File: src/rtl/adc_sched_pkg.sv
// Shared definitions for the ADC round-robin channel scheduler.
// Holds the FSM state encoding, the channel-select width and the sentinel
// value driven on the channel select when no channel is being converted.
package adc_sched_pkg;

    localparam int NUM_ADC_CH = 15;
    localparam int ADC_W      = 10;

    typedef logic [3:0] ch_t;

    // Channel select value meaning "no channel selected".
    localparam ch_t CH_NONE = 4'hF;

    // Pointer value after reset: the search starts at ptr+1, so the first
    // channel picked after reset is the lowest enabled one.
    localparam ch_t PTR_RESET = 4'(NUM_ADC_CH - 1);

    // Scheduler states.
    localparam logic [1:0] ST_IDLE    = 2'd0;
    localparam logic [1:0] ST_SETTLE  = 2'd1;
    localparam logic [1:0] ST_WAIT    = 2'd2;
    localparam logic [1:0] ST_ADVANCE = 2'd3;

endpackage

File: src/rtl/adc_rr_next.sv
// Combinational round-robin finder.
// Looks for the first set bit of ch_mask in the order ptr+1, ptr+2, ...,
// wrapping from 14 back to 0 and ending at ptr itself.
// Ports:
//   ch_mask  in   15  enabled-channel mask
//   ptr      in   4   last channel served (0..14)
//   nxt      out  4   next channel to serve (CH_NONE when none)
//   found    out  1   at least one channel is enabled
module adc_rr_next
    import adc_sched_pkg::*;
(
    input  logic [NUM_ADC_CH-1:0] ch_mask,
    input  ch_t                   ptr,
    output ch_t                   nxt,
    output logic                  found
);

    // cand[k] is the channel visited at search step k (ptr+1+k modulo 15);
    // rot[k] tells whether that channel is enabled.
    ch_t                   cand [NUM_ADC_CH];
    logic [NUM_ADC_CH-1:0] rot;

    genvar gi;
    generate
        for (gi = 0; gi < NUM_ADC_CH; gi++) begin : g_cand
            logic [4:0] sum;
            assign sum = {1'b0, ptr} + 5'(gi + 1);
            // Double wrap keeps the index in range even if ptr were ever 15.
            assign cand[gi] = (sum >= 5'd30) ? 4'(sum - 5'd30) :
                              (sum >= 5'd15) ? 4'(sum - 5'd15) : sum[3:0];
            assign rot[gi]  = ch_mask[cand[gi]];
        end
    endgenerate

    // Priority pick: scanning downwards lets the lowest search step win.
    always_comb begin
        found = 1'b0;
        nxt   = CH_NONE;
        for (int k = NUM_ADC_CH - 1; k >= 0; k--) begin
            if (rot[k]) begin
                found = 1'b1;
                nxt   = cand[k];
            end
        end
    end

endmodule

File: src/rtl/adc_channel_scheduler.sv
// Round-robin sequencer for the AVR-side ADC.
// Steps the channel select through the enabled channels; for each channel it
// holds the select for a settle window (samples ignored), then captures the
// first sample tagged with the selected channel, or gives up after a timeout.
// Ports:
//   clk             in   1   system clock
//   rst_n           in   1   asynchronous active-low reset
//   enable          in   1   scheduler run enable
//   ch_mask         in   15  bit i enables ADC channel i
//   channel         out  4   channel select to the AVR interface (F = none)
//   new_sample      in   1   one-cycle sample strobe from the AVR interface
//   sample          in   10  ADC value, valid with new_sample
//   sample_channel  in   4   channel tag, valid with new_sample
//   result_valid    out  1   one-cycle pulse when a result is captured
//   result_channel  out  4   channel of the captured result (held)
//   result_data     out  10  captured sample value (held)
//   timeout_err     out  1   one-cycle pulse when a channel times out
//   busy            out  1   high in any state other than IDLE
module adc_channel_scheduler
    import adc_sched_pkg::*;
#(
    parameter int SETTLE_CYCLES  = 4,
    parameter int TIMEOUT_CYCLES = 65535,
    parameter int CNT_W          = 16
) (
    input  logic                  clk,
    input  logic                  rst_n,
    input  logic                  enable,
    input  logic [NUM_ADC_CH-1:0] ch_mask,
    output logic [3:0]            channel,
    input  logic                  new_sample,
    input  logic [ADC_W-1:0]      sample,
    input  logic [3:0]            sample_channel,
    output logic                  result_valid,
    output logic [3:0]            result_channel,
    output logic [ADC_W-1:0]      result_data,
    output logic                  timeout_err,
    output logic                  busy
);

    localparam logic [CNT_W-1:0] SETTLE_LAST  = CNT_W'(SETTLE_CYCLES - 1);
    localparam logic [CNT_W-1:0] TIMEOUT_LAST = CNT_W'(TIMEOUT_CYCLES - 1);

    logic [1:0]       state_reg;
    ch_t              ptr_reg;
    logic [CNT_W-1:0] cnt_reg;

    ch_t  nxt;
    logic found;

    adc_rr_next u_rr_next (
        .ch_mask (ch_mask),
        .ptr     (ptr_reg),
        .nxt     (nxt),
        .found   (found)
    );

    // One counter serves both the settle window and the wait timeout; it is
    // cleared on every channel selection and on the SETTLE->WAIT hand-over.
    always_ff @(posedge clk or negedge rst_n) begin
        if (!rst_n) begin
            state_reg      <= ST_IDLE;
            channel        <= CH_NONE;
            ptr_reg        <= PTR_RESET;
            cnt_reg        <= '0;
            result_valid   <= 1'b0;
            result_channel <= '0;
            result_data    <= '0;
            timeout_err    <= 1'b0;
        end else begin
            result_valid <= 1'b0;
            timeout_err  <= 1'b0;
            case (state_reg)
                // IDLE and ADVANCE both (re)sample ch_mask and pick the next
                // channel; a single enabled channel is simply picked again.
                ST_IDLE, ST_ADVANCE: begin
                    if (enable && found) begin
                        channel   <= nxt;
                        ptr_reg   <= nxt;
                        cnt_reg   <= '0;
                        state_reg <= ST_SETTLE;
                    end else begin
                        channel   <= CH_NONE;
                        state_reg <= ST_IDLE;
                    end
                end
                ST_SETTLE: begin
                    if (!enable) begin
                        channel   <= CH_NONE;
                        state_reg <= ST_IDLE;
                    end else if (cnt_reg == SETTLE_LAST) begin
                        cnt_reg   <= '0;
                        state_reg <= ST_WAIT;
                    end else begin
                        cnt_reg <= cnt_reg + 1'b1;
                    end
                end
                ST_WAIT: begin
                    if (!enable) begin
                        channel   <= CH_NONE;
                        state_reg <= ST_IDLE;
                    end else if (new_sample && (sample_channel == channel)) begin
                        // Checked before the terminal count so a match on the
                        // last cycle is reported as a result, not a timeout.
                        result_valid   <= 1'b1;
                        result_data    <= sample;
                        result_channel <= channel;
                        state_reg      <= ST_ADVANCE;
                    end else if (cnt_reg == TIMEOUT_LAST) begin
                        timeout_err <= 1'b1;
                        state_reg   <= ST_ADVANCE;
                    end else begin
                        cnt_reg <= cnt_reg + 1'b1;
                    end
                end
                default: begin
                    channel   <= CH_NONE;
                    state_reg <= ST_IDLE;
                end
            endcase
        end
    end

    assign busy = (state_reg != ST_IDLE);

endmodule

File: config.mk
export PLATFORM = sky130hd
export DESIGN_NAME = adc_channel_scheduler
export DESIGN_NICKNAME = d
export VERILOG_FILES = /design/src/rtl/adc_sched_pkg.sv /design/src/rtl/adc_rr_next.sv /design/src/rtl/adc_channel_scheduler.sv
export SDC_FILE = /design/constraint.sdc
export NUM_CORES = 1
export LEC_CHECK = 0
export BUFFER_PORTS_ARGS = -buffer_cell sky130_fd_sc_hd__buf_4
export CORE_MARGIN = 1
export CORE_UTILIZATION = 64
export DETAILED_ROUTE_END_ITERATION = 16
export PLACE_DENSITY = 0.9
export RECOVER_POWER = 25
export SETUP_SLACK_MARGIN = 0.05
export SYNTH_ARGS = -nofsm -noshare
export SYNTH_HDL_FRONTEND = slang
export SYNTH_HIERARCHICAL = 1
export SYNTH_SLANG_ARGS = --single-unit
File: constraint.sdc
create_clock -name clk -period 9.57 [get_ports clk]
set_input_delay 0.957 -clock clk [delete_from_list [all_inputs] [get_ports clk]]
set_output_delay 0.957 -clock clk [all_outputs]
set_load 0.05 [all_outputs]
==> report_table.html, run 1 <==
<table>
<tr><th>Metric</th><th>Value</th></tr>
<tr><th colspan="2">Placement</th></tr>
<tr><td>Routability cong.</td><td>between 1 and 1.5</td></tr>
<tr><td>Detailed placement HPWL</td><td>around 25 mm</td></tr>
<tr><td>Total cell area at the placement stage</td><td>between 9000 and 10,000 um2</td></tr>
<tr><td>Number of port buffers</td><td>53</td></tr>
<tr><td>Setup slack at placement</td><td>2560 ps</td></tr>
<tr><th colspan="2">Drt</th></tr>
<tr><td>Total Wirelength</td><td>35.2 mm</td></tr>
<tr><td>Remaining routing DRC violations</td><td>0</td></tr>
<tr><td>Routed wire length per instance</td><td>between 20 and 25 um</td></tr>
<tr><td>Number of vias per cell after detailed routing</td><td>between 7 and 8</td></tr>
<tr><td>Detail Route Antenna Nets</td><td>0</td></tr>
<tr><td>Number of DRC markers in iteration 0</td><td>about 2,000</td></tr>
<tr><td>Overall via count from detail_route</td><td>approximately 11,000</td></tr>
<tr><td>Detailed Routing Iterations Pass 1</td><td>6</td></tr>
<tr><th colspan="2">Global route</th></tr>
<tr><td>Number of global-route vias before repair</td><td>between 9,000 and 10,000</td></tr>
<tr><td>All-layer global routing usage</td><td>between 40% and 50%</td></tr>
<tr><td>Pin count of the biggest net entering global routing</td><td>78</td></tr>
<tr><td>First-pass GRT wire length</td><td>53.1 mm</td></tr>
<tr><td>Initial antenna violation count</td><td>0</td></tr>
<tr><td>Global route total overflow</td><td>0</td></tr>
<tr><th colspan="2">Floorplanning</th></tr>
<tr><td>Die outline width</td><td>~120 um</td></tr>
<tr><td>Row Count</td><td>between 40 and 50</td></tr>
<tr><td>Placeable Area</td><td>around 15,000 um2</td></tr>
<tr><td>Number of ports placed on the die boundary</td><td>54</td></tr>
<tr><td>Die outline height</td><td>around 120 um</td></tr>
<tr><td>Die Footprint</td><td>15,300 um2</td></tr>
<tr><td>Initial Utilization</td><td>between 60% and 70%</td></tr>
<tr><th colspan="2">Finish</th></tr>
<tr><td>Sequential cell area in the final layout</td><td>between 1000 and 1500 um2</td></tr>
<tr><td># nets final</td><td>~1,300</td></tr>
<tr><td>Diodes inserted</td><td>0</td></tr>
<tr><td>Max reg flops</td><td>16</td></tr>
<tr><td>Area growth from synthesis to layout</td><td>3.54%</td></tr>
<tr><td>Share of post-route cells with drive strength above 1</td><td>13.1%</td></tr>
<tr><td>Commonest non-fill, non-tap cells in the layout</td><td>sky130_fd_sc_hd__nand2_1 (114), sky130_fd_sc_hd__nor2_1 (85), sky130_fd_sc_hd__o21ai_0 (72), sky130_fd_sc_hd__a21oi_1 (67), sky130_fd_sc_hd__buf_4 (60)</td></tr>
<tr><td>Area taken by multi-input logic gates</td><td>a little under 8000 um2</td></tr>
<tr><td>Number of fill cells in the layout</td><td>1,226</td></tr>
<tr><td>Most frequent standard cell in the layout excluding fill and tap cells</td><td>sky130_fd_sc_hd__nand2_1</td></tr>
<tr><td>Finished Core Util</td><td>roughly two thirds</td></tr>
<tr><td>Final Instance Area</td><td>around 9800 um2</td></tr>
<tr><th colspan="2">CTS</th></tr>
<tr><td>Post-cts gate resize count</td><td>0</td></tr>
<tr><td>Clock tree buffer depth</td><td>2</td></tr>
<tr><td>Clock-pin slew on the worst setup and hold paths</td><td>60 ps</td></tr>
<tr><td>Clock tree from TritonCTS</td><td>built</td></tr>
<tr><td>Number of buffers inserted during clock tree synthesis</td><td>5</td></tr>
<tr><td>CTS Root Cell</td><td>sky130_fd_sc_hd__clkbuf_16</td></tr>
<tr><td>Post CTS Setup Buffer Count</td><td>0</td></tr>
<tr><td>Hold-fix buffer count after cts</td><td>0</td></tr>
<tr><td>H-Tree Level Count</td><td>2</td></tr>
<tr><td>Sink Count</td><td>42</td></tr>
<tr><td>Clock latency reported for the late side of the worst-skew pair</td><td>around 290 ps</td></tr>
<tr><th colspan="2">Timing</th></tr>
<tr><td>Actual transition at the worst max-transition pin</td><td>about 2200 ps</td></tr>
<tr><td>Number of hold violations in the final report</td><td>0</td></tr>
<tr><td>Minimum clock period</td><td>7300 ps</td></tr>
<tr><td>Count of endpoints failing setup in the final report</td><td>0</td></tr>
<tr><td>Final worst clock skew</td><td>about 8.7 ps</td></tr>
<tr><td>Final-report max-slew violation count</td><td>43</td></tr>
<tr><td>RSZ-0062 raised after global routing</td><td>false</td></tr>
<tr><td>Maximum clock rate</td><td>roughly 0.14 GHz</td></tr>
<tr><td>Final critical-path setup slack</td><td>~2300 ps</td></tr>
<tr><td>Final Cycle Share</td><td>between 70% and 80%</td></tr>
<tr><td>Rel. slew slack</td><td>-45.5%</td></tr>
<tr><td>Sum Neg Setup Slack</td><td>0 ps</td></tr>
<tr><th colspan="2">Synthesis</th></tr>
<tr><td>Post-synthesis share of cell area spent on and, or, nand and nor gates</td><td>between 20% and 30%</td></tr>
<tr><td>Fraction of synthesized cell area taken by the top area cell type</td><td>a little under a tenth</td></tr>
<tr><td>Post-synth top flop</td><td>sky130_fd_sc_hd__dfrtp_1</td></tr>
<tr><td>Combinational family with the most area after synthesis</td><td>compound AO/OA/AOI/OAI gates</td></tr>
<tr><td>Largest area contributor in the synthesized netlist</td><td>sky130_fd_sc_hd__dfrtp_1</td></tr>
<tr><td>Cell Area, Synth</td><td>between 9000 and 10,000 um2</td></tr>
<tr><td>Number of synthesized flops with an enable pin</td><td>0</td></tr>
<tr><td>Fraction of synthesized area in multiplexers</td><td>between 10 and 15%</td></tr>
<tr><td>Compound-Gate Fraction of Synth Area</td><td>~37%</td></tr>
<tr><td>Yosys warning count</td><td>6</td></tr>
<tr><td>Adder-Cell Fraction of Synth Area</td><td>under 10%</td></tr>
<tr><td>Async S/R FF share, synth</td><td>100%</td></tr>
<tr><td>Post-Synthesis Net Count</td><td>~1,300</td></tr>
<tr><td>Area contributors post-synth</td><td>sky130_fd_sc_hd__dfrtp_1 (9.2%), sky130_fd_sc_hd__mux4_2 (6.2%), sky130_fd_sc_hd__mux2i_1 (4.5%)</td></tr>
<tr><td>Xor/xnor share of the synthesized area</td><td>under 10%</td></tr>
<tr><td>Number of standard cells after synthesis</td><td>between 1,000 and 1,500</td></tr>
<tr><td>Number of synthesized register bits</td><td>42</td></tr>
<tr><td>Per-instance average area after synthesis</td><td>about 7.5 um2</td></tr>
<tr><td>Library cells used by synthesis</td><td>roughly 110</td></tr>
<tr><td>Part of the Yosys area used for sequential elements</td><td>about 11%</td></tr>
<tr><th colspan="2">Worst setup path</th></tr>
<tr><td>Data required time of the critical path</td><td>just under 10,000 ps</td></tr>
<tr><td>Maximum fanout along the worst path</td><td>77</td></tr>
<tr><td>Worst reg2reg setup slack</td><td>2270 ps</td></tr>
<tr><td>Worst Setup Start Kind</td><td>register</td></tr>
<tr><td>Kind of critical path</td><td>reg2reg</td></tr>
<tr><td>Critical Path End Type</td><td>register</td></tr>
<tr><td>Data arrival time at the worst-slack endpoint</td><td>7480 ps</td></tr>
<tr><th colspan="2">Worst hold path</th></tr>
<tr><td>Worst hold-check path type</td><td>reg2reg</td></tr>
<tr><th colspan="2">Outcome</th></tr>
<tr><td>Failing checks</td><td>max-capacitance violations, max-slew violations</td></tr>
<tr><td>Status</td><td>finished, violations left</td></tr>
<tr><th colspan="2">Run</th></tr>
<tr><td>Number of max-cap violations</td><td>1</td></tr>
</table>
==> synthesized netlist by cell type (6+ instances only) <==
master	count
sky130_fd_sc_hd__ha_1	30
sky130_fd_sc_hd__or3_1	10
sky130_fd_sc_hd__o31ai_1	11
sky130_fd_sc_hd__o21ai_1	14
sky130_fd_sc_hd__nand3_1	41
sky130_fd_sc_hd__nor2b_1	17
sky130_fd_sc_hd__buf_1	9
sky130_fd_sc_hd__inv_1	42
sky130_fd_sc_hd__a2111oi_0	12
sky130_fd_sc_hd__mux2_1	18
sky130_fd_sc_hd__a22oi_1	13
sky130_fd_sc_hd__o2111ai_1	11
sky130_fd_sc_hd__and2_1	14
sky130_fd_sc_hd__a311oi_1	11
sky130_fd_sc_hd__clkbuf_1	50
sky130_fd_sc_hd__a21oi_1	67
sky130_fd_sc_hd__buf_4	10
sky130_fd_sc_hd__buf_6	9
sky130_fd_sc_hd__a211o_1	20
sky130_fd_sc_hd__buf_2	21
sky130_fd_sc_hd__a31oi_1	30
sky130_fd_sc_hd__nor2_1	85
sky130_fd_sc_hd__nand3b_1	6
sky130_fd_sc_hd__mux2_2	8
sky130_fd_sc_hd__mux2i_1	43
sky130_fd_sc_hd__o211ai_1	23
sky130_fd_sc_hd__a22o_1	19
sky130_fd_sc_hd__dfstp_2	7
sky130_fd_sc_hd__o21a_1	18
sky130_fd_sc_hd__nand2_1	114
sky130_fd_sc_hd__nor3_1	45
sky130_fd_sc_hd__a21o_1	18
sky130_fd_sc_hd__mux4_2	26
sky130_fd_sc_hd__or2_1	7
sky130_fd_sc_hd__nand4_1	21
sky130_fd_sc_hd__nor4_1	10
sky130_fd_sc_hd__a211oi_1	31
sky130_fd_sc_hd__o22ai_1	15
sky130_fd_sc_hd__or2_2	6
sky130_fd_sc_hd__dfrtp_1	35
sky130_fd_sc_hd__nand2b_1	19
sky130_fd_sc_hd__xnor2_1	23
sky130_fd_sc_hd__o21ai_0	72
sky130_fd_sc_hd__and3_1	11
==> routing by layer <==
| layer | wire length [um] | vias to the layer above | GRT usage [%] |
|---|---|---|---|
| li1 | - | 4845 | - |
| met1 | 12800 | 5106 | 58.6 |
| met2 | 15000 | 960 | 68.8 |
| met3 | 5010 | 202 | 8.29 |
| met4 | 2360 | 0 | 27.9 |
| met5 | 0 | - | 0 |
==> critical path, cell delays in order, from the launching register on <==
cell and delay, ps:
sky130_fd_sc_hd__dfrtp_4 900, sky130_fd_sc_hd__inv_2 580, sky130_fd_sc_hd__ha_1 740, sky130_fd_sc_hd__buf_4 380, sky130_fd_sc_hd__inv_1 180, sky130_fd_sc_hd__ha_1 310
sky130_fd_sc_hd__nor2b_1 210, sky130_fd_sc_hd__a21oi_1 260, sky130_fd_sc_hd__nor3_1 130, sky130_fd_sc_hd__or3_1 410, sky130_fd_sc_hd__and2_1 210, sky130_fd_sc_hd__a2111oi_2 430
sky130_fd_sc_hd__a2111oi_2 130, sky130_fd_sc_hd__or2_1 370, sky130_fd_sc_hd__nor2_1 180, sky130_fd_sc_hd__nand3_1 90, sky130_fd_sc_hd__or4_1 590, sky130_fd_sc_hd__a22oi_1 210
sky130_fd_sc_hd__a41o_2 340, sky130_fd_sc_hd__nor3b_4 170, sky130_fd_sc_hd__mux2_2 320
==> metrics by stage <==
stage          hold WS [ps]  std cells
6_report                486       1420
5_1_grt                 511       1420
4_1_cts                 491       1420
3_5_place_dp            478       1412
3_3_place_gp            469       1412
2_1_floorplan           513       1266
==> worst paths after layout <==
| check | depth (start not counted) | start | to |
|---|---|---|---|
| worst min register to register | 1 | result_data[6]$_DFFE_PN0P_ | result_data[6]$_DFFE_PN0P_ |
| worst max-delay path | 20 | ptr_reg[0]$_DFFE_PN0P_ | cnt_reg[0]$_DFFE_PN0P_ |
| max in group asynchronous | 1 | rst_n | ptr_reg[0]$_DFFE_PN0P_ |
| min in group asynchronous | 1 | rst_n | result_channel[1]$_DFFE_PN0P_ |
| worst max register to register | 20 | ptr_reg[0]$_DFFE_PN0P_ | cnt_reg[0]$_DFFE_PN0P_ |
| worst min-delay path | 1 | result_data[6]$_DFFE_PN0P_ | result_data[6]$_DFFE_PN0P_ |
==> cell families after synthesis <==
group           after synthesis
compound gates              478
xor+xnor                     31
fa+ha+maj                    30
buf+inv                     147
flops                        42
mux                          95
simple gates                443
==> final cells by class <==
| type | count | share of cell area (%) |
|---|---|---|
| Inverter | 48 | 1.84 |
| Clock inverter | 2 | 0.127 |
| Tap cell | 184 | 2.34 |
| Multi-Input combinational cell | 1077 | 78.9 |
| Timing Repair Buffer | 61 | 4.62 |
| Clock buffer | 6 | 1.41 |
| Sequential cell | 42 | 10.8 |
Power of run 1 is not shown: default switching activity piles up to over one toggle a cycle in this logic, so the estimate is an artifact.
==> inputs of run 2 (changes only) <==
==> constraint.sdc (replaced) <==
create_clock -name clk -period 6.97 [get_ports clk]
set_input_delay 0.697 -clock clk [delete_from_list [all_inputs] [get_ports clk]]
set_output_delay 0.697 -clock clk [all_outputs]
set_load 0.05 [all_outputs]
==> report_table.html, run 2 (synthesized netlist as in run 1, its figures left out) <==
<table>
<tr><th>Metric</th><th>Value</th></tr>
<tr><th colspan="2">Outcome</th></tr>
<tr><td>Status</td><td>finished, violations left</td></tr>
<tr><td>Failing checks</td><td>max-capacitance violations, max-slew violations</td></tr>
<tr><th colspan="2">Timing</th></tr>
<tr><td>Sum Neg Setup Slack</td><td>0 ps (unchanged)</td></tr>
<tr><td>Actual transition at the worst max-transition pin</td><td>2230 ps (+51.6 ps)</td></tr>
<tr><td>Number of hold violations in the final report</td><td>0 (unchanged)</td></tr>
<tr><td>Minimum clock period</td><td>6290 ps (-1010 ps)</td></tr>
<tr><td>Count of endpoints failing setup in the final report</td><td>0 (unchanged)</td></tr>
<tr><td>Maximum clock rate</td><td>0.159 GHz (+16%)</td></tr>
<tr><td>RSZ-0062 raised after global routing</td><td>false</td></tr>
<tr><td>Final Cycle Share</td><td>90.3% (+14 points)</td></tr>
<tr><td>Final-report max-slew violation count</td><td>43 (unchanged)</td></tr>
<tr><td>Rel. slew slack</td><td>-48.9% (-3.4 points)</td></tr>
<tr><td>Final worst clock skew</td><td>10.4 ps (+1.63 ps)</td></tr>
<tr><th colspan="2">Finish</th></tr>
<tr><td># nets final</td><td>1,317 (+1.5%)</td></tr>
<tr><td>Diodes inserted</td><td>0 (unchanged)</td></tr>
<tr><td>Share of post-route cells with drive strength above 1</td><td>14.3% (+1.2 points)</td></tr>
<tr><td>Area taken by multi-input logic gates</td><td>7760 um2 (unchanged)</td></tr>
<tr><td>Commonest non-fill, non-tap cells in the layout</td><td>sky130_fd_sc_hd__nand2_1 (114), sky130_fd_sc_hd__nor2_1 (85), sky130_fd_sc_hd__buf_4 (78), sky130_fd_sc_hd__o21ai_0 (72), sky130_fd_sc_hd__a21oi_1 (67)</td></tr>
<tr><td>Most frequent standard cell in the layout excluding fill and tap cells</td><td>sky130_fd_sc_hd__nand2_1</td></tr>
<tr><td>Area growth from synthesis to layout</td><td>5.08%</td></tr>
<tr><td>Number of fill cells in the layout</td><td>1,249 (+1.9%)</td></tr>
<tr><td>Sequential cell area in the final layout</td><td>1060 um2 (unchanged)</td></tr>
<tr><td>Max reg flops</td><td>16 (unchanged)</td></tr>
<tr><th colspan="2">Worst setup path</th></tr>
<tr><td>Critical Path End Type</td><td>register</td></tr>
<tr><td>Data arrival time at the worst-slack endpoint</td><td>6470 ps (-1010 ps)</td></tr>
<tr><td>Worst stage delay on the critical path</td><td>690 ps (-210 ps)</td></tr>
<tr><td>Sequence of cells on the critical path</td><td>buf_4 &gt; ha_1 &gt; xor2_4 &gt; ha_1 &gt; nor2b_1 &gt; a21oi_1 &gt; o21ai_1 &gt; nand2_2 &gt; xnor2_1 &gt; mux4_2 &gt; a22oi_1 &gt; and2_1 &gt; nand2_1 &gt; or4_1 &gt; a22oi_1 &gt; a41o_2 &gt; nor3b_4 &gt; mux2_2</td></tr>
<tr><td>Family of cells with the greatest summed delay on the critical path</td><td>simple AND/OR/NAND/NOR gates</td></tr>
<tr><td>Buffers and inverters on the worst path</td><td>1 (-2)</td></tr>
<tr><td>Kind of critical path</td><td>reg2reg</td></tr>
<tr><td>Maximum fanout along the worst path</td><td>33 (-57%)</td></tr>
<tr><td>Data required time of the critical path</td><td>7150 ps (-2600 ps)</td></tr>
<tr><td>Worst Setup Start Kind</td><td>register</td></tr>
<tr><td>Worst path slowest cell</td><td>sky130_fd_sc_hd__or4_1</td></tr>
<tr><th colspan="2">CTS</th></tr>
<tr><td>Hold-fix buffer count after cts</td><td>0 (unchanged)</td></tr>
<tr><td>Clock-pin slew on the worst setup and hold paths</td><td>60 ps (about the same)</td></tr>
<tr><td>Clock tree from TritonCTS</td><td>built</td></tr>
<tr><td>Post CTS Setup Buffer Count</td><td>0 (unchanged)</td></tr>
<tr><td>Sink Count</td><td>42 (unchanged)</td></tr>
<tr><td>Clock latency reported for the late side of the worst-skew pair</td><td>290 ps (about the same)</td></tr>
<tr><td>CTS Root Cell</td><td>sky130_fd_sc_hd__clkbuf_16</td></tr>
<tr><td>Clock tree buffer depth</td><td>2 (unchanged)</td></tr>
<tr><td>Number of buffers inserted during clock tree synthesis</td><td>5 (unchanged)</td></tr>
<tr><td>H-Tree Level Count</td><td>2 (unchanged)</td></tr>
<tr><td>Post-cts gate resize count</td><td>0 (unchanged)</td></tr>
<tr><th colspan="2">Run</th></tr>
<tr><td>Number of max-cap violations</td><td>1 (unchanged)</td></tr>
<tr><th colspan="2">Drt</th></tr>
<tr><td>Number of DRC markers in iteration 0</td><td>1,332 (-33%)</td></tr>
<tr><td>Number of vias per cell after detailed routing</td><td>7.67 (-2.0%)</td></tr>
<tr><td>Detail Route Antenna Nets</td><td>0 (unchanged)</td></tr>
<tr><td>Routed wire length per instance</td><td>24.1 um (-2.7%)</td></tr>
<tr><td>Detailed Routing Iterations Pass 1</td><td>6 (unchanged)</td></tr>
<tr><td>Overall via count from detail_route</td><td>11,000 (-0.67%)</td></tr>
<tr><td>Remaining routing DRC violations</td><td>0 (unchanged)</td></tr>
<tr><td>Total Wirelength</td><td>34.7 mm (-1.4%)</td></tr>
<tr><th colspan="2">Global route</th></tr>
<tr><td>All-layer global routing usage</td><td>44.8% (-0.32 points)</td></tr>
<tr><td>Pin count of the biggest net entering global routing</td><td>124 (+59%)</td></tr>
<tr><td>First-pass GRT wire length</td><td>52.8 mm (-0.51%)</td></tr>
<tr><td>Number of global-route vias before repair</td><td>9,739 (-0.44%)</td></tr>
<tr><td>Initial antenna violation count</td><td>0 (unchanged)</td></tr>
<tr><td>Global route total overflow</td><td>0 (unchanged)</td></tr>
<tr><th colspan="2">Floorplanning</th></tr>
<tr><td>Die outline height</td><td>124 um (unchanged)</td></tr>
<tr><td>Row Count</td><td>44 (unchanged)</td></tr>
<tr><td>Initial Utilization</td><td>65.4% (unchanged)</td></tr>
<tr><td>Placeable Area</td><td>14,500 um2 (unchanged)</td></tr>
<tr><td>Die outline width</td><td>124 um (unchanged)</td></tr>
<tr><td>Number of ports placed on the die boundary</td><td>54 (unchanged)</td></tr>
<tr><td>Die Footprint</td><td>15,300 um2 (unchanged)</td></tr>
<tr><th colspan="2">Worst hold path</th></tr>
<tr><td>Worst hold-check path type</td><td>reg2reg</td></tr>
<tr><th colspan="2">Placement</th></tr>
<tr><td>Detailed placement HPWL</td><td>24.7 mm (+0.66%)</td></tr>
<tr><td>Routability cong.</td><td>1.08 (+1.1%)</td></tr>
<tr><td>Number of port buffers</td><td>53 (unchanged)</td></tr>
</table>
## run 2: cell count changes in the layout (fill, tap and decap cells not counted), sizes merged
| cell | previous run | this run |
|---|---|---|
| buf | 60 | 79 |
| clkinv | 3 | 4 |
| clkinvlp | 1 | 0 |
## run 2: worst paths after layout
kind / end / slack [ps] / cells after the start / start
worst max-delay path: cnt_reg[0]$_DFFE_PN0P_ / 680 / 18 / ptr_reg[1]$_DFFE_PN1P_
worst min-delay path: result_data[5]$_DFFE_PN0P_ / 490 / 1 / result_data[5]$_DFFE_PN0P_
worst max register to register: cnt_reg[0]$_DFFE_PN0P_ / 680 / 18 / ptr_reg[1]$_DFFE_PN1P_
worst min register to register: result_data[5]$_DFFE_PN0P_ / 490 / 1 / result_data[5]$_DFFE_PN0P_
max in group asynchronous: ptr_reg[0]$_DFFE_PN0P_ / 4320 / 1 / rst_n
min in group asynchronous: cnt_reg[3]$_DFFE_PN0P_ / 1070 / 1 / rst_n
## run 2: worst register-to-register path, stage by stage, from the launching register on
cell,delay (ps)
sky130_fd_sc_hd__dfstp_2,530
sky130_fd_sc_hd__buf_4,330
sky130_fd_sc_hd__ha_1,330
sky130_fd_sc_hd__xor2_4,280
sky130_fd_sc_hd__ha_1,370
sky130_fd_sc_hd__nor2b_1,310
sky130_fd_sc_hd__a21oi_1,160
sky130_fd_sc_hd__o21ai_1,230
sky130_fd_sc_hd__nand2_2,130
sky130_fd_sc_hd__xnor2_1,400
sky130_fd_sc_hd__mux4_2,560
sky130_fd_sc_hd__a22oi_1,260
sky130_fd_sc_hd__and2_1,340
sky130_fd_sc_hd__nand2_1,230
sky130_fd_sc_hd__or4_1,690
sky130_fd_sc_hd__a22oi_1,210
sky130_fd_sc_hd__a41o_2,330
sky130_fd_sc_hd__nor3b_4,170
sky130_fd_sc_hd__mux2_2,320
## run 2: layout make-up
cell class / instances / share of cell area [%]
multi-input cells: 1077 / 77.7
repair buffers: 80 / 6.10
clock inverters: 2 / 0.138
flip-flops and latches: 42 / 10.7
well taps: 184 / 2.31
clock buffers: 6 / 1.29
inverters: 48 / 1.82
## run 2: metal layers
layer  up-vias  track usage (%)  routed length [um]
li1       4879                -                   -
met1      5152             55.6               12800
met2       828             71.6               15400
met3       179             9.43                4230
met4         0             25.6                2200
met5         -                0                   0
## run 2: through the flow
step	cell area (um2)	util (%)	cells	worst slack, ps	hold slack, ps
6_report	9990	68.7	1439	675	485
5_1_grt	9990	68.7	1439	365	507
4_1_cts	9990	68.7	1439	785	402
3_5_place_dp	9850	67.8	1431	805	476
3_3_place_gp	9850	67.8	1431	969	469
2_1_floorplan	9500	-	1266	290	401
Power of run 2 is left out for the same reason.
